==> src/rtl/dmem_lsu_ctrl.sv <==
// Load/store unit controller between the MEM stage and a single-port data memory.
// Issues one aligned word request per access, with a timeout, then aligns/extends load data.
module dmem_lsu_ctrl #(
  parameter int unsigned TIMEOUT = 255
) (
  input  logic        clk,
  input  logic        reset_n,
  input  logic        mem_valid_i,
  input  logic        mem_we_i,
  input  logic [2:0]  funct3_i,
  input  logic [31:0] addr_i,
  input  logic [31:0] wdata_i,
  output logic        stall_o,
  output logic [31:0] rdata_o,
  output logic        done_o,
  output logic        misalign_o,
  output logic        fault_o,
  output logic        dmem_req_o,
  output logic        dmem_we_o,
  output logic [31:0] dmem_addr_o,
  output logic [3:0]  dmem_be_o,
  output logic [31:0] dmem_wdata_o,
  input  logic        dmem_ack_i,
  input  logic [31:0] dmem_rdata_i
);

  typedef enum logic [1:0] {StIdle, StBusy, StResp} state_e;

  localparam logic [7:0] TimeoutLast = 8'(TIMEOUT - 1);

  state_e      state_q, state_d;
  logic        we_q, we_d;
  logic [2:0]  funct3_q, funct3_d;
  logic [31:0] addr_q, addr_d;
  logic [3:0]  be_q, be_d;
  logic [31:0] wdata_q, wdata_d;
  logic [7:0]  cnt_q, cnt_d;
  logic [31:0] rdata_q, rdata_d;
  logic        fault_q, fault_d;

  logic        legal, aligned;
  logic [3:0]  be_new;
  logic [31:0] wdata_new;
  logic [7:0]  byte_sel;
  logic [15:0] half_sel;
  logic [31:0] load_val;
  logic        stall_c, misalign_c;

  // Decode the incoming access.
  always_comb begin
    legal     = 1'b0;
    aligned   = 1'b0;
    be_new    = 4'b1111;
    wdata_new = wdata_i;
    case (funct3_i)
      3'b000, 3'b001, 3'b010: legal = 1'b1;
      3'b100, 3'b101:         legal = ~mem_we_i;
      default:                legal = 1'b0;
    endcase
    case (funct3_i[1:0])
      2'b00: begin
        aligned   = 1'b1;
        wdata_new = {4{wdata_i[7:0]}};
        if (mem_we_i) be_new = 4'b0001 << addr_i[1:0];
      end
      2'b01: begin
        aligned   = ~addr_i[0];
        wdata_new = {2{wdata_i[15:0]}};
        if (mem_we_i) be_new = 4'b0011 << addr_i[1:0];
      end
      default: aligned = (addr_i[1:0] == 2'b00);
    endcase
  end

  // Align and extend returned load data using the captured access.
  always_comb begin
    byte_sel = dmem_rdata_i[8*addr_q[1:0] +: 8];
    half_sel = addr_q[1] ? dmem_rdata_i[31:16] : dmem_rdata_i[15:0];
    case (funct3_q)
      3'b000:  load_val = {{24{byte_sel[7]}}, byte_sel};
      3'b001:  load_val = {{16{half_sel[15]}}, half_sel};
      3'b100:  load_val = {24'h0, byte_sel};
      3'b101:  load_val = {16'h0, half_sel};
      default: load_val = dmem_rdata_i;
    endcase
  end

  always_comb begin
    state_d    = state_q;
    we_d       = we_q;
    funct3_d   = funct3_q;
    addr_d     = addr_q;
    be_d       = be_q;
    wdata_d    = wdata_q;
    cnt_d      = cnt_q;
    rdata_d    = rdata_q;
    fault_d    = 1'b0;
    stall_c    = 1'b0;
    misalign_c = 1'b0;
    unique case (state_q)
      StIdle: begin
        if (mem_valid_i) begin
          if (legal && aligned) begin
            we_d     = mem_we_i;
            funct3_d = funct3_i;
            addr_d   = addr_i;
            be_d     = be_new;
            wdata_d  = wdata_new;
            cnt_d    = 8'd0;
            stall_c  = 1'b1;
            state_d  = StBusy;
          end else begin
            misalign_c = 1'b1;
          end
        end
      end
      StBusy: begin
        stall_c = 1'b1;
        if (dmem_ack_i) begin
          if (!we_q) rdata_d = load_val;
          state_d = StResp;
        end else if (cnt_q == TimeoutLast) begin
          rdata_d = 32'h0;
          fault_d = 1'b1;
          state_d = StResp;
        end else begin
          cnt_d = cnt_q + 8'd1;
        end
      end
      StResp:  state_d = StIdle;
      default: state_d = StIdle;
    endcase
  end

  always_ff @(posedge clk or negedge reset_n) begin
    if (!reset_n) begin
      state_q  <= StIdle;
      we_q     <= 1'b0;
      funct3_q <= 3'b0;
      addr_q   <= 32'h0;
      be_q     <= 4'h0;
      wdata_q  <= 32'h0;
      cnt_q    <= 8'h0;
      rdata_q  <= 32'h0;
      fault_q  <= 1'b0;
    end else begin
      state_q  <= state_d;
      we_q     <= we_d;
      funct3_q <= funct3_d;
      addr_q   <= addr_d;
      be_q     <= be_d;
      wdata_q  <= wdata_d;
      cnt_q    <= cnt_d;
      rdata_q  <= rdata_d;
      fault_q  <= fault_d;
    end
  end

  // Combinational IDLE outputs are masked so reset forces every output low.
  assign stall_o      = stall_c & reset_n;
  assign misalign_o   = misalign_c & reset_n;
  assign done_o       = (state_q == StResp);
  assign fault_o      = fault_q;
  assign rdata_o      = rdata_q;
  assign dmem_req_o   = (state_q == StBusy);
  assign dmem_we_o    = we_q;
  assign dmem_addr_o  = {addr_q[31:2], 2'b00};
  assign dmem_be_o    = be_q;
  assign dmem_wdata_o = wdata_q;

endmodule

==> config.mk <==
export PLATFORM = sky130hd
export DESIGN_NAME = dmem_lsu_ctrl
export DESIGN_NICKNAME = d
export VERILOG_FILES = /design/src/rtl/dmem_lsu_ctrl.sv
export SDC_FILE = /design/constraint.sdc
export NUM_CORES = 1
export LEC_CHECK = 0
export BUFFER_PORTS_ARGS = -buffer_cell sky130_fd_sc_hd__buf_2
export CORE_ASPECT_RATIO = 1.5
export CORE_MARGIN = 4
export CORE_UTILIZATION = 45
export DETAILED_ROUTE_END_ITERATION = 16
export MAX_ROUTING_LAYER = met4
export PLACE_DENSITY_LB_ADDON = 0.3
export SYNTH_ARGS = -nofsm -noshare
export SYNTH_HDL_FRONTEND = slang
export SYNTH_SLANG_ARGS = --single-unit
==> constraint.sdc <==
create_clock -name clk -period 2.1 [get_ports clk]
set_input_delay 0.315 -clock clk [delete_from_list [all_inputs] [get_ports clk]]
set_output_delay 0.315 -clock clk [all_outputs]
set_load 0.05 [all_outputs]
==> summary.txt, run 1 <==
Final layout
  • Most common cell after layout, fill and taps aside: buf_2
  • Fillers: 1033
  • Nets: 807
  • Area Growth Syn to Fin: 30.1%
  • Commonest non-fill, non-tap cells in the layout: 206 x buf_2, 115 x dfrtp_1, 46 x mux2_2, 41 x nand2_1, 38 x o21ai_0
  • Inserted Diodes: 0
  • Layout cells sized above 1: 46.0%

Pwr
  • Combinational share of power: 43.3%
  • P_int: 6.08 mW
  • Total chip power: 10.9 mW
  • Sw Pwr: 4.85 mW
  • Clock power share: 26.1%
  • PwrDens: 1490 nW/um^2
  • Worst vdd rail ir drop: 0.000752 V
  • Switching Fraction: 44.4%
  • P_leak: 3.69 nW
  • Sequential power share: 30.7%

Placement
  • Routability cong.: 0.853
  • Buffers added on ports: 207
  • Worst slack at placement: 96.6 ps
  • HPWL Detailed: 11300 um

GRT
  • Vias in the first global route: 5058
  • Largest net degree at the start of global routing: 116
  • Initial antenna violation count: 0
  • Grt ovf: 0
  • First-pass GRT wire length: 24900 um
  • Global Route Usage Sum: 22.0%

Synthesis
  • Cell Area, Synth: 5630 um^2
  • Post-synthesis mux area share: 14.9%
  • Distinct cells, synth: 52
  • Synth warn: 0
  • Synth Area in Simple Gates: 10.5%
  • Synth Area in Adders: 1.33%
  • XOR/XNOR share of the synthesized area: 0.155%
  • Most used DFF post-synth: dfrtp_1
  • Synthesized instance count: 506
  • Post-synthesis register bit count: 115
  • Largest family of logic cells by synthesized area: multiplexers
  • Syn_area_per_cell: 11.1 um^2
  • Main area contributors after synthesis: dfrtp_1 51%, mux2_2 9.2%, mux2i_1 5.7%
  • Synth top area share: 51.1%
  • Post-synth top area cell: dfrtp_1
  • Synth async-reset ratio: 100%
  • Sequential fraction of the synthesis area: 51.1%
  • Complex-gate fraction of the synthesized area: 14.7%
  • Number of synthesized flops with an enable pin: 0

Clock tree
  • Clk root buf: clkbuf_16
  • Hold-fix buffer count after cts: 0
  • CTS tree: built
  • Clock Path Buffers: 2
  • Clk_lat worst skew: 400 ps
  • CTS sink cnt: 115
  • CTS Buf Count: 17
  • Clock Pin Slew Worst Setup and Hold Paths: 50 ps
  • # H-tree levels: 4

Timing
  • RSZ-0062 raised after global routing: false
  • Max-slew violation count: 0
  • Clock skew: 7.77 ps
  • Max transition margin: 55.7%
  • Tmin final: 1980 ps
  • Max Fclk: 0.505 GHz
  • Worst Max-Slew Pin Slew: 664 ps
  • Tcrit/Tclk final: 94.4%
  • Hold WS: -23.6 ps
  • Hold Violations, Final: 16
  • Setup-failing EPs final: 0
  • TNS Setup: 0 ps
  • Worst setup margin: 118 ps

Floorplan
  • Site Rows: 49
  • Core area: 12100 um^2
  • Initial core utilization: 46.4%
  • Die H: 145 um
  • Full die area: 14400 um^2
  • Die width: 99.4 um
  • Ports: 210

Routing
  • Drt first pass iters: 4
  • Drt first-iter violations: 131
  • Routed Antenna Nets: 0
  • Vias/cell: 5.42
  • Vias: 4671
  • DRC violations left: 0
  • WL final: 15200 um
  • WL per Instance: 17.6 um

Worst setup path
  • Critical path arrival: 2260 ps
  • Critical path required time: 2380 ps
  • Startpoint types: flop
  • Crit path kind: reg2reg
  • CP max FO: 27
  • Crit. End Element: flop
  • Setup crit start: state_q[1]
  • Crit Reg-Reg Startpoint: state_q[1]

Flow run
  • Number of max-cap violations: 0

Min path
  • Worst hold path type: in2async

Run status
  • Failing checks: negative hold slack
  • Outcome: complete, but fails checks
[layout make-up]
| type | count | area, um^2 | share of cell area (%) |
|---|---|---|---|
| Clock buffer | 20 | 447 | 6.10 |
| Clock inverter | 11 | 136 | 1.86 |
| Inverter | 7 | 26.3 | 0.359 |
| Multi-Input combinational cell | 321 | 2360 | 32.2 |
| Sequential cell | 115 | 2880 | 39.3 |
| Tap cell | 153 | 191 | 2.61 |
| Timing Repair Buffer | 235 | 1290 | 17.6 |
[critical path, stage by stage (launching register included)]
cell	delay, ps
dfrtp_1	380
or3b_4	400
or4_4	420
and2_4	270
a221o_1	380
[cell usage after synthesis (2+ instances only)]
cell       instances
dfrtp_1          115
mux2_2            46
nand2_1           41
o21ai_0           38
buf_4             32
mux2i_1           32
a21oi_1           27
clkbuf_1          24
nor2_1            22
nand3_1           19
a221o_1           16
ha_1               6
inv_1              6
a31o_2             5
nand2b_1           5
nor2b_1            5
o2111ai_1          5
o41ai_2            5
or3_1              4
a211o_1            3
a21o_1             3
buf_2              3
buf_6              3
o31ai_1            3
a32o_1             2
and2_1             2
buf_1              2
nand4_1            2
nor3_1             2
nor4b_1            2
o221ai_1           2
o32ai_1            2
or3b_2             2
or4_1              2
[flip-flops by register name, indices dropped and copies added (netlist names)]
register	flops
state_q	2
addr_q	32
funct3_q	3
fault_o	1
dmem_we_o	1
rdata_o	32
dmem_wdata_o	32
dmem_be_o	4
cnt_q	8
[per-layer routing]
| layer | track usage [%] | vias to the layer above | routed length [um] |
|---|---|---|---|
| li1 | - | 2190 | - |
| met1 | 23.8 | 2261 | 5700 |
| met2 | 38.5 | 191 | 8270 |
| met3 | 5.04 | 29 | 865 |
| met4 | 8.34 | 0 | 339 |
| met5 | - | - | 0 |
[stage by stage]
step / util [%] / instances / cell area (um^2)
6_report: 60.4 / 862 / 7330
2_1_floorplan: - / 507 / 5650
3_5_place_dp: 55.5 / 831 / 6740
4_1_cts: 60.3 / 862 / 7330
5_1_grt: 60.4 / 862 / 7330
3_3_place_gp: 55.5 / 831 / 6740
[cell families (layout without fill, tap and decap cells)]
family | count (synthesis) | in the layout
compound gates | 116 | 116
xor+xnor | 1 | 1
fa+ha+maj | 6 | 6
buf+inv | 71 | 273
flops | 115 | 115
mux | 78 | 78
other cells | 1 | 2
simple gates | 118 | 118
[power groups by stage]
| stage | registers [mW] | logic, mW | clock network [mW] |
|---|---|---|---|
| 2_1_floorplan | 5.01 | 2.09 | 0 |
| 4_1_cts | 3.35 | 4.76 | 2.92 |
| 5_1_grt | 3.45 | 4.97 | 3.02 |
| 3_3_place_gp | 3.34 | 4.67 | 0 |
| 6_report | 3.35 | 4.73 | 2.85 |
| 3_5_place_dp | 3.38 | 4.75 | 0 |
[timing repair]
action | in CTS | in global routing
setup buffers | 0 | 0
endpoints found under the setup margin | 0 | 3
hold endpoints to repair | 0 | 0
resized for setup | 0 | 1
[worst paths after layout]
| check | to | slack [ps] | cells past startpoint |
|---|---|---|---|
| hold / removal | cnt_q[5] | -20 | 2 |
| setup reg to reg | rdata_o[16] | 120 | 4 |
| hold reg to reg | dmem_be_o[1] | 470 | 1 |
| setup / recovery | rdata_o[16] | 120 | 4 |
| max in group asynchronous | rdata_o[16] | 1580 | 2 |
| min in group clk | addr_q[4] | 140 | 2 |
(Power assumes the default switching activity.)
==> run 2, diff against run 1 <==
==> constraint.sdc (replaced) <==
create_clock -name clk -period 1.6 [get_ports clk]
set_input_delay 0.24 -clock clk [delete_from_list [all_inputs] [get_ports clk]]
set_output_delay 0.24 -clock clk [all_outputs]
set_load 0.05 [all_outputs]
==> summary.txt, run 2 (same netlist as run 1, synthesis figures left out) <==
Timing
  • Worst Max-Slew Pin Slew: 651 ps (-13.8 ps)
  • Hold WS: 75.3 ps (+98.9 ps)
  • Hold Violations, Final: 0 (-16)
  • TNS Setup: -26550 ps (-26550 ps)
  • Clock skew: 8.04 ps (+0.279 ps)
  • Worst setup margin: -361 ps (-479 ps)
  • Tcrit/Tclk final: 123% (+28 points)
  • Max transition margin: 56.6% (+0.92 points)
  • Max Fclk: 0.510 GHz (+1.1%)
  • Max-slew violation count: 0 (unchanged)
  • Setup-failing EPs final: 113 (+113)
  • Tmin final: 1960 ps (-20.8 ps)
  • RSZ-0062 raised after global routing: true

GRT
  • First-pass GRT wire length: 27600 um (+11%)
  • Initial antenna violation count: 0 (unchanged)
  • Largest net degree at the start of global routing: 116 (unchanged)
  • Vias in the first global route: 5564 (+10%)
  • Grt ovf: 0 (unchanged)
  • Global Route Usage Sum: 24.7% (+2.8 points)

Placement
  • Buffers added on ports: 207 (unchanged)
  • Placed cell count: 854 (+2.8%)
  • HPWL Detailed: 11400 um (+0.55%)
  • Routability cong.: 0.815 (-4.5%)
  • Placed inst area: 6940 um^2 (+3.0%)
  • Worst slack at placement: -392 ps (-489 ps)

Worst setup path
  • Crit path largest cell delay: 480 ps (+60 ps)
  • CP cell instances: or3b_4 > or4_4 > and2_4 > a221o_1
  • Buffers plus inverters on the worst setup path: 0 (unchanged)
  • Slowest cell on the critical path: or4_4
  • Startpoint types: flop
  • Critical path required time: 1870 ps (-510 ps)
  • Delay-heaviest family, CP: simple AND/OR/NAND/NOR gates
  • Crit path kind: reg2reg
  • Crit. End Element: flop
  • Critical path arrival: 2230 ps (-30 ps)
  • CP max FO: 6 (-78%)

Clock tree
  • CTS tree: built
  • CTS sink cnt: 115 (unchanged)
  • Clock Path Buffers: 2 (unchanged)
  • # H-tree levels: 4 (unchanged)
  • CTS Buf Count: 17 (unchanged)
  • Clock Pin Slew Worst Setup and Hold Paths: 50 ps (about the same)
  • Clk_lat worst skew: 390 ps (about the same)
  • Clk root buf: clkbuf_16

Final layout
  • Most common cell after layout, fill and taps aside: buf_2
  • Commonest non-fill, non-tap cells in the layout: 202 x buf_2, 114 x dfrtp_1, 46 x mux2_2, 42 x buf_4, 40 x nand2_1
  • Layout cells sized above 1: 55.6% (+9.6 points)
  • Area Growth Syn to Fin: 51.2%
  • Fillers: 883 (-15%)
  • Post-layout util: 70.1% (+9.8 points)
  • Nets: 862 (+6.8%)
  • Final std cells w/o fill: 916 (+6.3%)
  • Post-Layout Inst Area: 8510 um^2 (+16%)
  • Inserted Diodes: 0 (unchanged)

Routing
  • Drt first-iter violations: 170 (+30%)
  • Routed Antenna Nets: 0 (unchanged)
  • WL final: 17600 um (+16%)
  • DRC violations left: 0 (unchanged)
  • WL per Instance: 19.2 um (+9.3%)
  • Vias: 5101 (+9.2%)
  • Drt first pass iters: 5 (+1)
  • Vias/cell: 5.57 (+2.8%)

Floorplan
  • Die width: 99.4 um (unchanged)
  • Full die area: 14400 um^2 (unchanged)
  • Ports: 210 (unchanged)
  • Core area: 12100 um^2 (unchanged)
  • Die H: 145 um (unchanged)
  • Initial core utilization: 46.4% (unchanged)
  • Site Rows: 49 (unchanged)

Run status
  • Failing checks: negative setup slack
  • Outcome: complete, but fails checks

Flow run
  • Number of max-cap violations: 0 (unchanged)

Pwr
  • P_leak: 4.24 nW (+15%)
  • Worst vdd rail ir drop: 0.00111 V (+48%)
  • PwrDens: 1780 nW/um^2 (+19%)
  • Total chip power: 15.1 mW (+38%)

Min path
  • Worst hold path type: in2reg
## run 2: power by group
part | leakage [nW] | switching, mW | total [mW] | internal (mW)
clock | 0.297 | 1.26 | 3.85 | 2.59
sequential | 1.43 | 0.512 | 4.37 | 3.85
combinational | 2.52 | 4.83 | 6.91 | 2.08
## run 2: per-layer routing
metal	share of wire, %	track usage, %	vias up	wire [um]
li1	-	-	2309	-
met1	35	25.7	2494	6150
met2	55	43.7	249	9610
met3	6.4	4.61	49	1120
met4	4.2	12.6	0	746
met5	0	-	-	0
## run 2: layout make-up
| class | instances | area [um^2] | area share (%) |
|---|---|---|---|
| Clock buffer | 21 | 480 | 5.64 |
| Clock inverter | 9 | 129 | 1.51 |
| Inverter | 7 | 26.3 | 0.309 |
| Multi-Input combinational cell | 324 | 2650 | 31.1 |
| Sequential cell | 115 | 2880 | 33.8 |
| Tap cell | 153 | 191 | 2.25 |
| Timing Repair Buffer | 287 | 2160 | 25.3 |
## run 2: timing repair
action                                 in CTS  in global routing
cloned                                     16                  2
hold buffers                                1                  0
pin swaps                                  23                 11
buffers inserted                           12                  3
endpoints found under the hold margin      13                  0
setup endpoints to repair                 113                116
gates resized for setup                   105                 24
## run 2: worst paths after layout
check	from	endpoint	slack (ps)	depth (start not counted)
worst max-delay path	state_q[1]	rdata_o[18]	-360	4
worst min-delay path	addr_i[3]	addr_q[3]	80	2
worst max register to register	state_q[1]	rdata_o[18]	-360	4
worst min register to register	dmem_be_o[0]	dmem_be_o[0]	470	1
max in group asynchronous	reset_n	dmem_wdata_o[24]	540	3
min in group asynchronous	reset_n	cnt_q[5]	550	3
